`config.mk`:
```
export PLATFORM = sky130hd
export DESIGN_NAME = llc_snoop_responder_flat
export DESIGN_NICKNAME = d
export VERILOG_FILES = /design/src/rtl/llc_snoop_responder_pkg.sv /design/src/rtl/llc_snoop_responder_if.sv /design/src/rtl/llc_snoop_responder_xlate.sv /design/src/rtl/llc_snoop_responder.sv /design/src/flat_wrapper.sv
export SDC_FILE = /design/constraint.sdc
export NUM_CORES = 1
export LEC_CHECK = 0
export ABC_AREA = 1
export CAP_MARGIN = 20
export CORE_MARGIN = 2
export CORE_UTILIZATION = 44
export DETAILED_ROUTE_END_ITERATION = 6
export PLACE_DENSITY_LB_ADDON = 0.15
export REMOVE_ABC_BUFFERS = 1
export SLEW_MARGIN = 5
export SYNTH_ARGS = -nofsm -noshare
export SYNTH_HDL_FRONTEND = slang
export SYNTH_SLANG_ARGS = --single-unit
export TNS_END_PERCENT = 100
```
`constraint.sdc`:
```
create_clock -name clk -period 5.2 [get_ports clk]
set_input_delay 1.04 -clock clk [delete_from_list [all_inputs] [get_ports clk]]
set_output_delay 1.04 -clock clk [all_outputs]
set_load 0.02 [all_outputs]
```
`src/rtl/llc_snoop_responder_pkg.sv`:
```
// Shared cache definitions for the LLC snoop path: address field widths,
// MESI / bus-op / snoop-result / message enums and address helpers.
package cache_Defs;

  localparam int ADDR_W   = 32;
  localparam int OFFSET_W = 6;
  localparam int INDEX_W  = 15;
  localparam int TAG_W    = 11;
  localparam int WAY_W    = 3;
  localparam int CNT_W    = 16;

  localparam logic [ADDR_W-1:0] LINE_MASK = ~((ADDR_W'(1) << OFFSET_W) - ADDR_W'(1));

  typedef enum logic [1:0] {
    MESI_M = 2'b00,
    MESI_E = 2'b01,
    MESI_S = 2'b10,
    MESI_I = 2'b11
  } mesi_e;

  typedef enum logic [2:0] {
    OP_NONE       = 3'd0,
    OP_READ       = 3'd1,
    OP_WRITE      = 3'd2,
    OP_INVALIDATE = 3'd3,
    OP_RWIM       = 3'd4
  } bus_op_e;

  typedef enum logic [1:0] {
    SNP_NOHIT = 2'd0,
    SNP_HIT   = 2'd1,
    SNP_HITM  = 2'd2
  } snoop_res_e;

  typedef enum logic [2:0] {
    MSG_NONE           = 3'd0,
    MSG_GETLINE        = 3'd1,
    MSG_INVALIDATELINE = 3'd3
  } msg_type_e;

  function automatic logic [INDEX_W-1:0] index_of(input logic [ADDR_W-1:0] a);
    return a[OFFSET_W +: INDEX_W];
  endfunction

  function automatic logic [TAG_W-1:0] tag_of(input logic [ADDR_W-1:0] a);
    return a[ADDR_W-1 -: TAG_W];
  endfunction

  function automatic logic [ADDR_W-1:0] line_addr(input logic [ADDR_W-1:0] a);
    return a & LINE_MASK;
  endfunction

endpackage

```
`src/rtl/llc_snoop_responder_if.sv`:
```
// Snoop responder signal bundle: snooped bus, tag lookup/update, coherence
// messages, write-back flush and statistics.
interface llc_snoop_responder_if;
  import cache_Defs::*;

  logic                bus_valid;
  logic [2:0]          bus_op;
  logic [ADDR_W-1:0]   bus_addr;
  logic                bus_ready;

  logic                lk_req;
  logic [INDEX_W-1:0]  lk_index;
  logic [TAG_W-1:0]    lk_tag;
  logic                lk_hit;
  logic [WAY_W-1:0]    lk_way;
  logic [1:0]          lk_mesi;

  logic                upd_en;
  logic [INDEX_W-1:0]  upd_index;
  logic [WAY_W-1:0]    upd_way;
  logic [1:0]          upd_mesi;

  logic                snoop_valid;
  logic [1:0]          snoop_result;

  logic                msg_valid;
  logic [2:0]          msg_type;
  logic [ADDR_W-1:0]   msg_addr;
  logic                msg_ready;

  logic                wb_req;
  logic [ADDR_W-1:0]   wb_addr;
  logic                wb_ack;

  logic [CNT_W-1:0]    snoop_cnt;
  logic [CNT_W-1:0]    hitm_cnt;

  modport slave (
    input  bus_valid, bus_op, bus_addr, lk_hit, lk_way, lk_mesi, msg_ready, wb_ack,
    output bus_ready, lk_req, lk_index, lk_tag, upd_en, upd_index, upd_way, upd_mesi,
           snoop_valid, snoop_result, msg_valid, msg_type, msg_addr, wb_req, wb_addr,
           snoop_cnt, hitm_cnt
  );

  modport master (
    output bus_valid, bus_op, bus_addr, lk_hit, lk_way, lk_mesi, msg_ready, wb_ack,
    input  bus_ready, lk_req, lk_index, lk_tag, upd_en, upd_index, upd_way, upd_mesi,
           snoop_valid, snoop_result, msg_valid, msg_type, msg_addr, wb_req, wb_addr,
           snoop_cnt, hitm_cnt
  );

endinterface

```
`src/rtl/llc_snoop_responder_xlate.sv`:
```
// Combinational MESI snoop translation: pre-state and bus op to snoop result,
// the actions the line needs, and the state it ends in.
module mesi_snoop_xlate
  import cache_Defs::*;
(
  input  mesi_e      pre_mesi,
  input  logic [2:0] op,
  output snoop_res_e result,
  output logic       needs_getline,
  output logic       needs_wb,
  output logic       needs_inval,
  output mesi_e      next_mesi
);

  always_comb begin
    needs_getline = 1'b0;
    needs_wb      = 1'b0;
    needs_inval   = 1'b0;
    next_mesi     = pre_mesi;
    case (pre_mesi)
      MESI_M:  result = SNP_HITM;
      MESI_I:  result = SNP_NOHIT;
      default: result = SNP_HIT;
    endcase

    case (op)
      OP_READ: begin
        if (pre_mesi == MESI_M) begin
          needs_getline = 1'b1;
          needs_wb      = 1'b1;
          next_mesi     = MESI_S;
        end else if (pre_mesi == MESI_E) begin
          next_mesi     = MESI_S;
        end
      end
      OP_RWIM: begin
        if (pre_mesi == MESI_M) begin
          needs_getline = 1'b1;
          needs_wb      = 1'b1;
          needs_inval   = 1'b1;
          next_mesi     = MESI_I;
        end else if (pre_mesi != MESI_I) begin
          needs_inval   = 1'b1;
          next_mesi     = MESI_I;
        end
      end
      // E or M here is a protocol violation; the line is dropped like S.
      OP_INVALIDATE: begin
        if (pre_mesi != MESI_I) begin
          needs_inval   = 1'b1;
          next_mesi     = MESI_I;
        end
      end
      default: result = SNP_NOHIT;
    endcase
  end

endmodule

```
`src/rtl/llc_snoop_responder.sv`:
```
// LLC snoop responder: accepts one snooped bus op at a time, looks up the tag
// store, answers the snoop and walks the line through flush/invalidate/update.
module llc_snoop_responder
  import cache_Defs::*;
#(
  parameter logic [CNT_W-1:0] CNT_SAT = '1
) (
  input logic                  clk,
  input logic                  rst,
  llc_snoop_responder_if.slave sif
);

  typedef enum logic [2:0] {
    IDLE, LOOKUP, RESP, GETLINE, WRBACK, INVAL, UPDATE
  } state_e;

  state_e            state_q, state_d;
  logic [2:0]        op_p0;
  logic [ADDR_W-1:0] addr_p0;
  logic              hit_p1;
  logic [WAY_W-1:0]  way_p1;
  mesi_e             mesi_p1;
  logic [CNT_W-1:0]  snoop_cnt_q, hitm_cnt_q;

  mesi_e             pre_mesi, next_mesi;
  snoop_res_e        result;
  logic              needs_getline, needs_wb, needs_inval, needs_upd;
  logic              accept;

  function automatic logic [CNT_W-1:0] sat_inc(input logic [CNT_W-1:0] v);
    return (v >= CNT_SAT) ? CNT_SAT : v + 1'b1;
  endfunction

  assign accept    = sif.bus_valid && (state_q == IDLE);
  assign pre_mesi  = hit_p1 ? mesi_p1 : MESI_I;
  assign needs_upd = (next_mesi != pre_mesi);

  mesi_snoop_xlate u_xlate (
    .pre_mesi      (pre_mesi),
    .op            (op_p0),
    .result        (result),
    .needs_getline (needs_getline),
    .needs_wb      (needs_wb),
    .needs_inval   (needs_inval),
    .next_mesi     (next_mesi)
  );

  always_ff @(posedge clk or posedge rst) begin
    if (rst) state_q <= IDLE;
    else     state_q <= state_d;
  end

  // Stage p0: op/address captured on accept
  always_ff @(posedge clk) begin
    if (accept) begin
      op_p0   <= sif.bus_op;
      addr_p0 <= sif.bus_addr;
    end
  end

  // Stage p1: lookup answer captured in the single LOOKUP cycle
  always_ff @(posedge clk) begin
    if (state_q == LOOKUP) begin
      hit_p1  <= sif.lk_hit;
      way_p1  <= sif.lk_way;
      mesi_p1 <= mesi_e'(sif.lk_mesi);
    end
  end

  always_ff @(posedge clk or posedge rst) begin
    if (rst) begin
      snoop_cnt_q <= '0;
      hitm_cnt_q  <= '0;
    end else if (state_q == RESP) begin
      snoop_cnt_q <= sat_inc(snoop_cnt_q);
      if (result == SNP_HITM) hitm_cnt_q <= sat_inc(hitm_cnt_q);
    end
  end

  always_comb begin
    state_d = state_q;
    case (state_q)
      IDLE:    if (sif.bus_valid) state_d = LOOKUP;
      LOOKUP:  state_d = RESP;
      RESP: begin
        if (needs_getline)    state_d = GETLINE;
        else if (needs_inval) state_d = INVAL;
        else if (needs_upd)   state_d = UPDATE;
        else                  state_d = IDLE;
      end
      GETLINE: if (sif.msg_ready) state_d = needs_wb ? WRBACK : (needs_inval ? INVAL : UPDATE);
      WRBACK:  if (sif.wb_ack)    state_d = needs_inval ? INVAL : UPDATE;
      INVAL:   if (sif.msg_ready) state_d = UPDATE;
      UPDATE:  state_d = IDLE;
      default: state_d = IDLE;
    endcase
  end

  assign sif.bus_ready    = (state_q == IDLE);
  assign sif.lk_req       = (state_q == LOOKUP);
  assign sif.lk_index     = index_of(addr_p0);
  assign sif.lk_tag       = tag_of(addr_p0);

  assign sif.snoop_valid  = (state_q == RESP);
  assign sif.snoop_result = result;

  assign sif.msg_valid    = (state_q == GETLINE) || (state_q == INVAL);
  assign sif.msg_type     = (state_q == INVAL) ? MSG_INVALIDATELINE : MSG_GETLINE;
  assign sif.msg_addr     = line_addr(addr_p0);

  assign sif.wb_req       = (state_q == WRBACK);
  assign sif.wb_addr      = line_addr(addr_p0);

  assign sif.upd_en       = (state_q == UPDATE);
  assign sif.upd_index    = index_of(addr_p0);
  assign sif.upd_way      = way_p1;
  assign sif.upd_mesi     = next_mesi;

  assign sif.snoop_cnt    = snoop_cnt_q;
  assign sif.hitm_cnt     = hitm_cnt_q;

endmodule

```
`src/flat_wrapper.sv`:
```
// flat-port wrapper written by rule: the top's interface ports become plain ports
module llc_snoop_responder_flat import cache_Defs::*;
#(
  parameter logic [CNT_W-1:0] CNT_SAT = '1
)
  (clk, rst, sif_bus_valid, sif_bus_op, sif_bus_addr, sif_lk_hit, sif_lk_way, sif_lk_mesi, sif_msg_ready, sif_wb_ack, sif_bus_ready, sif_lk_req, sif_lk_index, sif_lk_tag, sif_upd_en, sif_upd_index, sif_upd_way, sif_upd_mesi, sif_snoop_valid, sif_snoop_result, sif_msg_valid, sif_msg_type, sif_msg_addr, sif_wb_req, sif_wb_addr, sif_snoop_cnt, sif_hitm_cnt);
  llc_snoop_responder_if sif_i ();
  input logic clk;
  input logic rst;
  input wire logic [$bits(sif_i.bus_valid)-1:0] sif_bus_valid;
  input wire logic [$bits(sif_i.bus_op)-1:0] sif_bus_op;
  input wire logic [$bits(sif_i.bus_addr)-1:0] sif_bus_addr;
  input wire logic [$bits(sif_i.lk_hit)-1:0] sif_lk_hit;
  input wire logic [$bits(sif_i.lk_way)-1:0] sif_lk_way;
  input wire logic [$bits(sif_i.lk_mesi)-1:0] sif_lk_mesi;
  input wire logic [$bits(sif_i.msg_ready)-1:0] sif_msg_ready;
  input wire logic [$bits(sif_i.wb_ack)-1:0] sif_wb_ack;
  output wire logic [$bits(sif_i.bus_ready)-1:0] sif_bus_ready;
  output wire logic [$bits(sif_i.lk_req)-1:0] sif_lk_req;
  output wire logic [$bits(sif_i.lk_index)-1:0] sif_lk_index;
  output wire logic [$bits(sif_i.lk_tag)-1:0] sif_lk_tag;
  output wire logic [$bits(sif_i.upd_en)-1:0] sif_upd_en;
  output wire logic [$bits(sif_i.upd_index)-1:0] sif_upd_index;
  output wire logic [$bits(sif_i.upd_way)-1:0] sif_upd_way;
  output wire logic [$bits(sif_i.upd_mesi)-1:0] sif_upd_mesi;
  output wire logic [$bits(sif_i.snoop_valid)-1:0] sif_snoop_valid;
  output wire logic [$bits(sif_i.snoop_result)-1:0] sif_snoop_result;
  output wire logic [$bits(sif_i.msg_valid)-1:0] sif_msg_valid;
  output wire logic [$bits(sif_i.msg_type)-1:0] sif_msg_type;
  output wire logic [$bits(sif_i.msg_addr)-1:0] sif_msg_addr;
  output wire logic [$bits(sif_i.wb_req)-1:0] sif_wb_req;
  output wire logic [$bits(sif_i.wb_addr)-1:0] sif_wb_addr;
  output wire logic [$bits(sif_i.snoop_cnt)-1:0] sif_snoop_cnt;
  output wire logic [$bits(sif_i.hitm_cnt)-1:0] sif_hitm_cnt;
  assign sif_i.bus_valid = sif_bus_valid;
  assign sif_i.bus_op = sif_bus_op;
  assign sif_i.bus_addr = sif_bus_addr;
  assign sif_i.lk_hit = sif_lk_hit;
  assign sif_i.lk_way = sif_lk_way;
  assign sif_i.lk_mesi = sif_lk_mesi;
  assign sif_i.msg_ready = sif_msg_ready;
  assign sif_i.wb_ack = sif_wb_ack;
  assign sif_bus_ready = sif_i.bus_ready;
  assign sif_lk_req = sif_i.lk_req;
  assign sif_lk_index = sif_i.lk_index;
  assign sif_lk_tag = sif_i.lk_tag;
  assign sif_upd_en = sif_i.upd_en;
  assign sif_upd_index = sif_i.upd_index;
  assign sif_upd_way = sif_i.upd_way;
  assign sif_upd_mesi = sif_i.upd_mesi;
  assign sif_snoop_valid = sif_i.snoop_valid;
  assign sif_snoop_result = sif_i.snoop_result;
  assign sif_msg_valid = sif_i.msg_valid;
  assign sif_msg_type = sif_i.msg_type;
  assign sif_msg_addr = sif_i.msg_addr;
  assign sif_wb_req = sif_i.wb_req;
  assign sif_wb_addr = sif_i.wb_addr;
  assign sif_snoop_cnt = sif_i.snoop_cnt;
  assign sif_hitm_cnt = sif_i.hitm_cnt;
  llc_snoop_responder #(.CNT_SAT(CNT_SAT)) u_core (.clk(clk), .rst(rst), .sif(sif_i));
endmodule
```
==> results_dict.tcl, run 1 <==
set metrics [dict create \
    fin_skew_ns 0.009332 \
    status "finished, final reports clean" \
    synth-simple-area-share 0.2042 \
    worst_pin_slew_ns 0.7600 \
    numCtsBuffers 9 \
    ir_worst_vdd_v 0.0002386 \
    core_um2 8721 \
    p_per_area_nw_per_um2 378.7 \
    rr_endpoint "u_core.sif.hitm_cnt[8]$_DFFE_PP0P_" \
    synth.area.mux_share 0.002540 \
    dp.cells 653 \
    first_global_vias 3087 \
    htree_levels 3 \
    crit_fanout 4 \
    die_h_um 98.63 \
    cts_setup_buffers 0 \
    grt_antenna_before_repair 0 \
    drv_cap 0 \
    r2r_setup_slack_ns 3.00 \
    yosys_warnings 0 \
    drtIter0Drc 67 \
    yosys_most_used_dff "edfxtp_1" \
    die_area_um2 9728 \
    initial_core_util 0.4518 \
    synth-xor-area-share 0.02001 \
    area_growth_pct 39.22 \
    synth_top_family_by_area "buffers and inverters" \
    min_to "u_core.sif.hitm_cnt[7]$_DFFE_PP0P_" \
    clkTransAtPathRegs_ns 0.07 \
    cts.sinks 70 \
    hold_path_class "reg -> reg" \
    drc_errors 0 \
    yosys-top-cells-area "edfxtp_1, dfrtp_1, buf_4" \
    drive_gt1_frac 0.06417 \
    synth_compound_area_frac 0.05494 \
    gr-total-overflow 0 \
    rr_worst_depth 8 \
    reg2reg_from "u_core.mesi_p1[1]$_DFFE_PP_" \
    wirelength_um 9291 \
    antenna_left 0 \
    routabilityCongestion 0.8496 \
    synthCells 436 \
    hold_start "u_core.sif.hitm_cnt[7]$_DFFE_PP0P_" \
    holdPathStages 1 \
    synth_edf_count 35 \
    nets 607 \
    cp_slowest_stage_delay_ns 0.55 \
    leakage_nw 2.283 \
    async_reset_ff_frac 0.5000 \
    netlist_top_cells_count "buf_4, nand2_1, inv_1" \
    globalRouteTotalUtil 0.1914 \
    synth_area_um2 3940 \
    grt_max_degree 36 \
    slew_viol_final 0 \
    postCtsHoldBufs 0 \
    hold_viol_final 0 \
    required_ns 4.16 \
    std_cell_rows 34 \
    syn_area_per_cell_um2 9.037 \
    critPathTopFamily "buffers and inverters" \
    cts_resized 0 \
    max_clock_freq_mhz 291.8 \
    wire_per_inst_um 13.89 \
    first_pass_iters 4 \
    min_period_ns 3.427 \
    netlist.area_leader.share 0.2668 \
    setup-tns-final_ns 0 \
    clock_path_buffers 2 \
    via_per_inst 4.743 \
    startpoint_type "register" \
    critPathBufInv 4 \
    path_class "reg -> out" \
    hpwl_um 7255 \
    post-route-period-util 0.6591 \
    relSlewSlack 0.4887 \
    synth_seq_cells 70 \
    yosys.cell_types.count 35 \
    fin_cells 669 \
    num_io_pins 199 \
    critPathArrivalTime_ns 2.39 \
    setup_violations 0 \
    root_buffer "clkbuf_8" \
    yosysSeqAreaShare 0.4890 \
    path_cells "nor2_1, inv_1, ha_1, inv_1, nand2_1, nand2_1, nand2_1, a31oi_1, inv_1, clkdlybuf4s50_1" \
    synth_top_area_cell "edfxtp_1" \
    nFillCells 728 \
    synth_most_common_cell "buf_4" \
    diodes 0 \
    via_count 3173 \
    grt_pass1_wl_um 14930 \
    synth_fa_ha_area_frac 0.01588 \
    io_buffers 178 \
    die_w_um 98.63 \
    clk_latency_ns 0.33 \
    cts_tree "done" \
    rsz0062_at_grt "no" \
    endpoint_kind "output pin" \
    cp_slowest_cell "clkdlybuf4s50_1" \
]
## worst reg2reg max path: stages, from the launching register on
cell	delay [ns]
edfxtp_1	0.36
nor2_1	0.27
ha_1	0.33
nor3_4	0.43
inv_2	0.20
nor2_1	0.18
nand2_1	0.09
a21oi_1	0.12
o21ai_0	0.09
## state kept, by name, summed over array words and instances, names as in the netlist
name,cells
u_core.state_q,3
u_core.addr_p0,26
u_core.hit_p1,1
u_core.sif.hitm_cnt,16
u_core.op_p0,3
u_core.sif.snoop_cnt,16
u_core.sif.upd_way,3
u_core.mesi_p1,2
## cell type report
cell class              count  area (um2)  area share
flip-flops and latches     70        1927      0.3513
repair buffers            180        1797      0.3276
multi-input cells         237        1227      0.2238
inverters                  58       217.7     0.03969
clock buffers              15       176.4     0.03216
well taps                 108       135.1     0.02464
clock inverters             1       5.005   0.0009124
## metal layers
layer	share of wire	track usage
met1	0.40	0.2309
met2	0.51	0.3333
met3	0.077	0.07021
met4	0.0068	0.03477
met5	0	0
## cells in the final DEF (no fill, tap or decap), types with 2 or more instances in the layout
cell type / n
a22oi_1: 2
clkbuf_8: 12
nor2_2: 5
nor3_1: 15
conb_1: 14
nand4_1: 10
inv_2: 3
clkbuf_1: 3
edfxtp_1: 35
dfrtp_1: 35
nor2_1: 20
buf_4: 2
clkdlybuf4s50_1: 178
ha_1: 5
xnor2_1: 2
inv_1: 54
or2_2: 2
nand2_2: 4
xor2_1: 7
a21oi_1: 8
nand2_1: 67
nand3b_1: 2
o21ai_0: 29
o21ai_1: 2
nand3_1: 32
## how the worst max path moves through the flow
stage	startpoint	to	slack, ns	cells past startpoint
floorplan	sif_bus_valid	u_core.addr_p0[10]$_DFFE_PP_	2.48	2
global placement	u_core.mesi_p1[0]$_DFFE_PP_	sif_upd_mesi[0]	2.22	10
detailed placement	u_core.mesi_p1[0]$_DFFE_PP_	sif_upd_mesi[0]	2.12	10
CTS	u_core.mesi_p1[0]$_DFFE_PP_	sif_upd_mesi[0]	1.75	10
global route	u_core.mesi_p1[0]$_DFFE_PP_	sif_upd_mesi[0]	1.54	10
finish	u_core.mesi_p1[0]$_DFFE_PP_	sif_upd_mesi[0]	1.77	10
## per-stage QoR
step | utilization | setup WS, ns | hold slack [ns] | instance area (um2) | power [mW]
detailed placement | 0.6082 | 2.123 | 0.5246 | 5304 | 1.688
floorplan | - | 2.481 | 0.6036 | 3369 | 1.230
global route | 0.6290 | 1.542 | 0.5791 | 5485 | 2.195
global placement | 0.6082 | 2.219 | 0.5192 | 5304 | 1.674
CTS | 0.6290 | 1.748 | 0.5402 | 5485 | 2.101
finish | 0.6290 | 1.773 | 0.5409 | 5485 | 2.077
## kinds of logic after synthesis
logic type | count (synthesis)
xor+xnor | 9
flops | 70
fa+ha+maj | 5
buf+inv | 141
compound gates | 42
other cells | 2
simple gates | 166
mux | 1
## report_power, final
part	internal [mW]	switching (mW)	total (mW)
sequential	0.691	0.0827	0.773
combinational	0.400	0.500	0.900
clock	0.213	0.191	0.404
total	1.30	0.774	2.08
Power figures use the tool's default switching activity.
==> run 2, diff against run 1 <==
--- a/config.mk
+++ b/config.mk
@@ -8,7 +8,7 @@
 export ABC_AREA = 1
 export CAP_MARGIN = 20
 export CORE_MARGIN = 2
-export CORE_UTILIZATION = 44
+export CORE_UTILIZATION = 41
 export DETAILED_ROUTE_END_ITERATION = 6
 export PLACE_DENSITY_LB_ADDON = 0.15
 export REMOVE_ABC_BUFFERS = 1
==> constraint.sdc (replaced) <==
create_clock -name clk -period 3.4 [get_ports clk]
set_input_delay 0.68 -clock clk [delete_from_list [all_inputs] [get_ports clk]]
set_output_delay 0.68 -clock clk [all_outputs]
set_load 0.02 [all_outputs]
==> results_dict.tcl, run 2 (same netlist as run 1, synthesis figures left out) <==
set metrics [dict create \
    path_cells "nor2_1, inv_1, ha_1, inv_1, nand2_1, nand2_1, nand2_1, a31oi_1, inv_1, clkdlybuf4s50_1" \
    critPathBufInv 4 \
    routed.top_layer "met4" \
    cts_resized 0 \
    mostFrequentLayoutCells "clkdlybuf4s50_1, nand2_1, inv_1, edfxtp_1, dfrtp_1" \
    die_h_um 102.0 \
    crit_fanout 4 \
    globalRouteTotalUtil 0.1897 \
    cp_slowest_cell "clkdlybuf4s50_1" \
    path_class "reg -> out" \
    antenna_left 0 \
    core_um2 9284 \
    grt_max_degree 36 \
    num_io_pins 199 \
    clock_path_buffers 2 \
    required_ns 2.72 \
    max_clock_freq_mhz 324.0 \
    post-route-period-util 0.9077 \
    hold_viol_final 0 \
    cts_setup_buffers 0 \
    drive_gt1_frac 0.06940 \
    setup-tns-final_ns 0 \
    die_w_um 102.0 \
    root_buffer "clkbuf_8" \
    relSlewSlack 0.5096 \
    area_growth_pct 39.66 \
    routabilityCongestion 0.8711 \
    grt_antenna_before_repair 0 \
    drv_cap 0 \
    nets 608 \
    critPathTopFamily "buffers and inverters" \
    drc_errors 0 \
    status "finished, final reports clean" \
    cts.sinks 70 \
    die_area_um2 10410 \
    startpoint_type "register" \
    power_mw 3.165 \
    first_global_vias 3082 \
    final_common_cell "clkdlybuf4s50_1" \
    fin_skew_ns 0.006539 \
    wire_per_inst_um 13.97 \
    wl_met2_um 4833 \
    std_cell_rows 35 \
    worst_pin_slew_ns 0.7288 \
    gr-total-overflow 0 \
    critPathArrivalTime_ns 2.41 \
    clk_latency_ns 0.34 \
    wl_met1_um 4137 \
    rsz0062_at_grt "no" \
    cp_slowest_stage_delay_ns 0.55 \
    htree_levels 3 \
    p_per_area_nw_per_um2 575.1 \
    numCtsBuffers 9 \
    via_per_inst 4.637 \
    met3WireLength_um 628 \
    via_count 3204 \
    hpwl_um 7493 \
    grt_pass1_wl_um 15390 \
    min_period_ns 3.086 \
    slew_viol_final 0 \
    first_pass_iters 4 \
    largest_reg_flops 26 \
    wirelength_um 9656 \
    cts_tree "done" \
    ir_worst_vdd_v 0.0003411 \
    endpoint_kind "output pin" \
    postCtsHoldBufs 0 \
    setup_violations 0 \
    diodes 0 \
    io_buffers 178 \
    hold_path_class "reg -> reg" \
    regMostFlops "u_core.addr_p0" \
    drtIter0Drc 97 \
    clkTransAtPathRegs_ns 0.08 \
    initial_core_util 0.4244 \
    leakage_nw 2.281 \
]
[run 2: through the flow]
step                setup WS (ns)  std cells  instance area [um2]  utilization  hold WS [ns]
finish                     0.3138        691                 5503       0.5927        0.5484
global route               0.1400        691                 5503       0.5927        0.5856
CTS                        0.2860        691                 5503       0.5927        0.5538
detailed placement         0.6622        675                 5338       0.5749        0.5396
global placement           0.7660        675                 5338       0.5749        0.5249
floorplan                  0.7140        365                 3369            -        0.6036
[run 2: worst reg2reg max path, stage by stage (launching register included)]
cell and delay [ns]:
edfxtp_1 0.36, nor2_1 0.27, ha_1 0.33, nor3_4 0.44, inv_2 0.20, nor2_1 0.17, nand2_1 0.08, a21oi_1 0.12
o21ai_0 0.09
[run 2: worst paths after layout]
kind                                                 startpoint                              endpoint  cells after the start  slack, ns
setup / recovery                    u_core.mesi_p1[0]$_DFFE_PP_                       sif_upd_mesi[0]                     10       0.31
hold / removal             u_core.sif.snoop_cnt[15]$_DFFE_PP0P_  u_core.sif.snoop_cnt[15]$_DFFE_PP0P_                      2       0.55
setup reg to reg                    u_core.mesi_p1[0]$_DFFE_PP_    u_core.sif.hitm_cnt[8]$_DFFE_PP0P_                      8       1.24
hold reg to reg            u_core.sif.snoop_cnt[15]$_DFFE_PP0P_  u_core.sif.snoop_cnt[15]$_DFFE_PP0P_                      2       0.55
max in group asynchronous                                   rst         u_core.state_q[2]$_DFFE_PP0P_                      3       2.35
min in group asynchronous                                   rst    u_core.sif.hitm_cnt[1]$_DFFE_PP0P_                      3       0.73
[run 2: final cells by class]
type / count / area, um2
fillers: 835 / 3781
flip-flops and latches: 70 / 1927
multi-input cells: 237 / 1227
well taps: 129 / 161.4
inverters: 58 / 217.7
repair buffers: 181 / 1804
clock buffers: 10 / 127.6
clock inverters: 6 / 37.54
[run 2: routing by layer]
layer	vias up	GRT usage
li1	1582	-
met1	1505	0.2389
met2	110	0.3224
met3	7	0.06430
met4	0	0.03385
met5	-	0
[run 2: power breakdown]
group / total [mW] / leakage, nW / internal (mW) / switching (mW)
logic: 1.39 / 1.39 / 0.617 / 0.778
clock network: 0.587 / 0.0863 / 0.263 / 0.324
registers: 1.18 / 0.804 / 1.06 / 0.127
